`src/rtl/cpu_pkg.sv`:
```
// Shared CPU definitions: datapath widths, fetch state encoding and small helpers.
package cpu_pkg;

  localparam int XLEN    = 32;
  localparam int INSTR_W = 32;
  localparam int PC_STEP = 4;

  localparam logic [INSTR_W-1:0] NOP_INSTR = 32'h0000_0013;

  typedef enum logic {
    FETCH_IDLE = 1'b0,
    FETCH_RUN  = 1'b1
  } fetch_state_e;

  // Event counters stick at all-ones instead of wrapping back to zero.
  function automatic logic [31:0] sat_inc32(input logic [31:0] value);
    return (value == 32'hFFFF_FFFF) ? value : value + 32'd1;
  endfunction

endpackage

```
`src/rtl/fetch_buffer.sv`:
```
// Prefetch FIFO holding {pc, instruction} pairs between fetch and decode.
// Flush empties the buffer and overrides any push or pop in the same cycle.
module fetch_buffer #(
  parameter int WIDTH = 64,
  parameter int DEPTH = 2
) (
  input  logic             clk_i,
  input  logic             rst_i,
  input  logic             push_i,
  input  logic             pop_i,
  input  logic             flush_i,
  input  logic [WIDTH-1:0] data_i,
  output logic [WIDTH-1:0] head_o,
  output logic             full_o,
  output logic             empty_o
);

  localparam int AW = $clog2(DEPTH);
  localparam int PW = AW + 1;

  logic [WIDTH-1:0] mem [DEPTH];
  logic [PW-1:0]    wr_ptr;
  logic [PW-1:0]    rd_ptr;
  logic             push_ok;
  logic             pop_ok;

  // The extra pointer bit distinguishes a full buffer from an empty one.
  assign empty_o = (wr_ptr == rd_ptr);
  assign full_o  = (wr_ptr[PW-1] != rd_ptr[PW-1]) &&
                   (wr_ptr[AW-1:0] == rd_ptr[AW-1:0]);

  assign pop_ok  = pop_i && !empty_o;
  assign push_ok = push_i && (!full_o || pop_ok);

  assign head_o = mem[rd_ptr[AW-1:0]];

  always_ff @(posedge clk_i) begin
    if (rst_i || flush_i) begin
      wr_ptr <= '0;
      rd_ptr <= '0;
    end else begin
      if (push_ok) begin
        wr_ptr <= wr_ptr + PW'(1);
      end
      if (pop_ok) begin
        rd_ptr <= rd_ptr + PW'(1);
      end
    end
  end

  // Storage needs no reset: entries are only visible once the pointers cover them.
  always_ff @(posedge clk_i) begin
    if (!rst_i && !flush_i && push_ok) begin
      mem[wr_ptr[AW-1:0]] <= data_i;
    end
  end

endmodule

```
`src/rtl/fetch_unit.sv`:
```
// Instruction fetch stage: owns the PC, reads imem and queues {pc, instr} for decode.
// Optional FETCH_PERF_EN adds saturating fetch and stall event counters.
module fetch_unit
  import cpu_pkg::*;
#(
  parameter int              XLEN      = 32,
  parameter int              BUF_DEPTH = 2,
  parameter logic [XLEN-1:0] RESET_PC  = '0
) (
  input  logic                clk_i,
  input  logic                rst_i,
  input  logic                start_i,
  output logic [XLEN-1:0]     imem_addr_o,
  input  logic [INSTR_W-1:0]  imem_data_i,
  input  logic                redirect_i,
  input  logic [XLEN-1:0]     redirect_pc_i,
  output logic                id_valid_o,
  input  logic                id_ready_i,
  output logic [INSTR_W-1:0]  id_instr_o,
  output logic [XLEN-1:0]     id_pc_o,
  output logic [XLEN-1:0]     pc_o
`ifdef FETCH_PERF_EN
  ,
  output logic [31:0]         perf_fetch_o,
  output logic [31:0]         perf_stall_o
`endif
);

  localparam int ENTRY_W = XLEN + INSTR_W;

  fetch_state_e         state;
  fetch_state_e         state_nxt;
  logic [XLEN-1:0]      pc;
  logic [ENTRY_W-1:0]   head;
  logic                 fifo_full;
  logic                 fifo_empty;
  logic                 do_push;
  logic                 do_pop;
  logic                 unused_rpc_lo;

  assign unused_rpc_lo = ^redirect_pc_i[1:0];

  always_ff @(posedge clk_i) begin
    if (rst_i) begin
      state <= FETCH_IDLE;
    end else begin
      state <= state_nxt;
    end
  end

  // A redirect flushes the buffer, so a same-cycle handshake never consumes an entry.
  always_comb begin
    state_nxt = state;
    do_pop    = 1'b0;
    do_push   = 1'b0;
    case (state)
      FETCH_IDLE: if (start_i)  state_nxt = FETCH_RUN;
      FETCH_RUN:  if (!start_i) state_nxt = FETCH_IDLE;
      default:    state_nxt = FETCH_IDLE;
    endcase
    do_pop  = !fifo_empty && id_ready_i && !redirect_i;
    do_push = (state == FETCH_RUN) && !redirect_i && (!fifo_full || do_pop);
  end

  always_ff @(posedge clk_i) begin
    if (rst_i) begin
      pc <= RESET_PC;
    end else if (redirect_i) begin
      pc <= {redirect_pc_i[XLEN-1:2], 2'b00};
    end else if (do_push) begin
      pc <= pc + XLEN'(PC_STEP);
    end
  end

  fetch_buffer #(
    .WIDTH (ENTRY_W),
    .DEPTH (BUF_DEPTH)
  ) u_buffer (
    .clk_i   (clk_i),
    .rst_i   (rst_i),
    .push_i  (do_push),
    .pop_i   (do_pop),
    .flush_i (redirect_i),
    .data_i  ({pc, imem_data_i}),
    .head_o  (head),
    .full_o  (fifo_full),
    .empty_o (fifo_empty)
  );

  assign imem_addr_o = pc;
  assign pc_o        = pc;
  assign id_valid_o  = !fifo_empty;
  assign id_pc_o     = fifo_empty ? '0 : head[ENTRY_W-1 -: XLEN];
  assign id_instr_o  = fifo_empty ? '0 : head[INSTR_W-1:0];

`ifdef FETCH_PERF_EN
  logic [31:0] perf_fetch;
  logic [31:0] perf_stall;

  // Stall means the stage was running but could not fetch; redirect cycles are excluded.
  always_ff @(posedge clk_i) begin
    if (rst_i) begin
      perf_fetch <= '0;
      perf_stall <= '0;
    end else begin
      if (do_push) begin
        perf_fetch <= sat_inc32(perf_fetch);
      end
      if ((state == FETCH_RUN) && !do_push && !redirect_i) begin
        perf_stall <= sat_inc32(perf_stall);
      end
    end
  end

  assign perf_fetch_o = perf_fetch;
  assign perf_stall_o = perf_stall;
`endif

endmodule
```
`config.mk`:
```
export PLATFORM = sky130hd
export DESIGN_NAME = fetch_unit
export DESIGN_NICKNAME = d
export VERILOG_FILES = /design/src/rtl/cpu_pkg.sv /design/src/rtl/fetch_buffer.sv /design/src/rtl/fetch_unit.sv
export SDC_FILE = /design/constraint.sdc
export NUM_CORES = 1
export LEC_CHECK = 0
export BUFFER_PORTS_ARGS = -buffer_cell sky130_fd_sc_hd__buf_2
export CAP_MARGIN = 20
export CELL_PAD_IN_SITES_DETAIL_PLACEMENT = 1
export CELL_PAD_IN_SITES_GLOBAL_PLACEMENT = 1
export CORE_MARGIN = 5
export CORE_UTILIZATION = 45
export DETAILED_ROUTE_END_ITERATION = 7
export PLACE_DENSITY = 0.81
export SKIP_CTS_REPAIR_TIMING = 1
export SYNTH_ARGS = -nofsm -noshare
export SYNTH_HDL_FRONTEND = slang
export SYNTH_HIERARCHICAL = 1
export SYNTH_SLANG_ARGS = --single-unit
```
`constraint.sdc`:
```
create_clock -name clk_i -period 8.1 [get_ports clk_i]
set_input_delay 0.81 -clock clk_i [delete_from_list [all_inputs] [get_ports clk_i]]
set_output_delay 0.81 -clock clk_i [all_outputs]
set_load 0.05 [all_outputs]
```
==> out/results.ini <==
[status]
status=complete, no violations

[job]
cap_violations=0

[routing]
drt_first_pass_iters=4
wl_met2_microns=10100
drt_iter0_markers=226
ant_nets=0
highest_layer=met4
wl_per_cell_microns=20.4
routed_wl_microns=19500
drt-met1-wl_microns=8220
wl_met3_microns=833
avgViaCountPerCell=5.51
drc_errors=0
vias=5279

[global_route]
grt_overflow=0
antenna_found_initial=0
grt_pass1_wl_microns=30700
grt_use_total=0.201
grt_max_degree=67
grt_pass1_vias=5657

[placed_design]
port_buffers=191
placedCellCount=926
dpl_cell_area_sq_um=8350
gp_congestion=0.769
post-place-ws_ns=4.52
place_hpwl_microns=13100

[worst_setup_path]
startpoint_type=register
end_kind=register
arrival_ns=3.64
cp.required_ns=8.13
path_class=reg -> reg
crit_fanout=64

[finish]
fillCellCount=1733
nNetsFinal=795
antennaDiodeCount=0
postLayoutCellArea_sq_um=8930
final_common_cell=buf_2
fin_cells=958
area_growth_pct=20.2
layout_common_cells=buf_2 (191), edfxtp_1 (128), nor2b_1 (68)
drive_above_1_share=0.407

[clock_network]
htree_levels=4
cts_root_buf=clkbuf_16
numClockSinks=164
cts_tree=done
numCtsBuffers=17
cts.clk_slew.worst_paths_ns=0.07
cts_buffer_depth=2
insertion_delay_ns=0.42

[timing]
finalCritPeriodShare=0.445
whs_ns=0.550
drv_slew=0
rsz0062_at_grt=false
fin_skew_ns=0.0114
fin_crit_ns=3.61
fin_tns_setup_ns=0
relSlewSlack=0.363
worstMarginPinSlew_ns=0.956
hold_violations=0
setup-violations-final=0
fin_ws_ns=4.49
fmax_mhz=277

[floorplanning]
io_pins=198
rows=47
die_w_microns=138
die_area_sq_um=19200
die-height_microns=138
core-area_sq_um=16400
start_util=0.453

[synth]
ys_seq_area_frac=0.614
avgSynthCellArea_sq_um=13.1
netlist_instances=567
synth_edf_count=128
syn_area_sq_um=7430
ys_ff_latch=164
ys_warn_count=6
ys_types=50
synthFlopType=edfxtp_1
async_flop_share=0

[pwr]
p_per_area_nw_per_um2=214
cellLeakagePower_nw=3.37
peakVddDrop_uv=134

[worst_hold_path]
hp-class=reg -> reg

[cells in the mapped netlist (all sizes together) (2+ instances only)]
| library cell | n | area, sq um |
|---|---|---|
| a2111oi | 2 | 17.5 |
| a211oi | 11 | 82.6 |
| a21oi | 3 | 15.0 |
| a311oi | 18 | 158 |
| and2 | 2 | 12.5 |
| and3 | 5 | 31.3 |
| and4 | 6 | 52.6 |
| buf | 43 | 307 |
| clkbuf | 19 | 71.3 |
| dfxtp | 36 | 721 |
| edfxtp | 128 | 3840 |
| inv | 6 | 22.5 |
| mux2 | 64 | 721 |
| mux2i | 4 | 40.0 |
| nand2 | 19 | 71.3 |
| nand2b | 4 | 25.0 |
| nand3 | 13 | 65.1 |
| nand4 | 3 | 25.0 |
| nor2 | 31 | 116 |
| nor2b | 68 | 425 |
| nor3 | 2 | 10.0 |
| nor3b | 2 | 15.0 |
| nor4 | 3 | 18.8 |
| o2111ai | 3 | 26.3 |
| o211ai | 5 | 37.5 |
| o21ai | 14 | 70.1 |
| o311a | 2 | 20.0 |
| o31ai | 12 | 90.1 |
| or3 | 7 | 43.8 |
| or4 | 13 | 101 |
| xnor2 | 5 | 43.8 |
| xor2 | 3 | 33.8 |
[worst paths after layout]
path / from / to / slack [ns] / depth (start not counted)
worst max-delay path: u_buffer/rd_ptr[0] / u_buffer/mem[0][13] / 4.49 / 7
worst min-delay path: imem_addr_o[28] / u_buffer/mem[1][60] / 0.55 / 0
worst max register to register: u_buffer/rd_ptr[0] / u_buffer/mem[0][13] / 4.49 / 7
worst min register to register: imem_addr_o[28] / u_buffer/mem[1][60] / 0.55 / 0
[sequential cells by signal, indices dropped and copies added, names as in the netlist, named ones only]
register / flops
u_buffer/mem: 128
imem_addr_o: 30
state: 1
u_buffer/wr_ptr: 2
u_buffer/rd_ptr: 2
[stage by stage]
stage / utilization / total power [mW]
floorplan: - / 1.10
global placement: 0.509 / 1.14
detailed placement: 0.509 / 1.15
CTS: 0.544 / 1.93
global route: 0.544 / 1.98
finish: 0.544 / 1.91
[final cells by class]
cell class | instances | area [sq um] | share of cell area
clock inverters | 15 | 151 | 0.0170
well taps | 220 | 275 | 0.0308
repair buffers | 194 | 978 | 0.110
multi-input cells | 342 | 2510 | 0.281
flip-flops and latches | 164 | 4570 | 0.511
clock buffers | 17 | 425 | 0.0476
inverters | 6 | 22.5 | 0.00252
[power breakdown]
part / switching [mW] / internal, mW
sequential: 0.0281 / 0.922
clock: 0.348 / 0.432
combinational: 0.138 / 0.0445
total: 0.514 / 1.40
[metal layers]
layer	vias up	track usage
met4	0	0.0775
met1	2644	0.244
li1	2422	-
met2	184	0.358
met3	29	0.0325
met5	-	0
[critical path: stages, from the launching register on]
cell and delay [ns]:
dfxtp_1 0.53, xor2_1 0.38, nor2_4 0.07, nand2b_1 0.26
a21boi_0 0.50, and2_1 0.30, nor2b_1 0.27, o311a_4 0.86
[kinds of logic after synthesis]
group,share of synthesized area
xor+xnor,0.0104
simple gates,0.140
other cells,0.000505
flops,0.614
buf+inv,0.0539
compound gates,0.0768
mux,0.102
fa+ha+maj,0.00168
(Power assumes the default switching activity.)
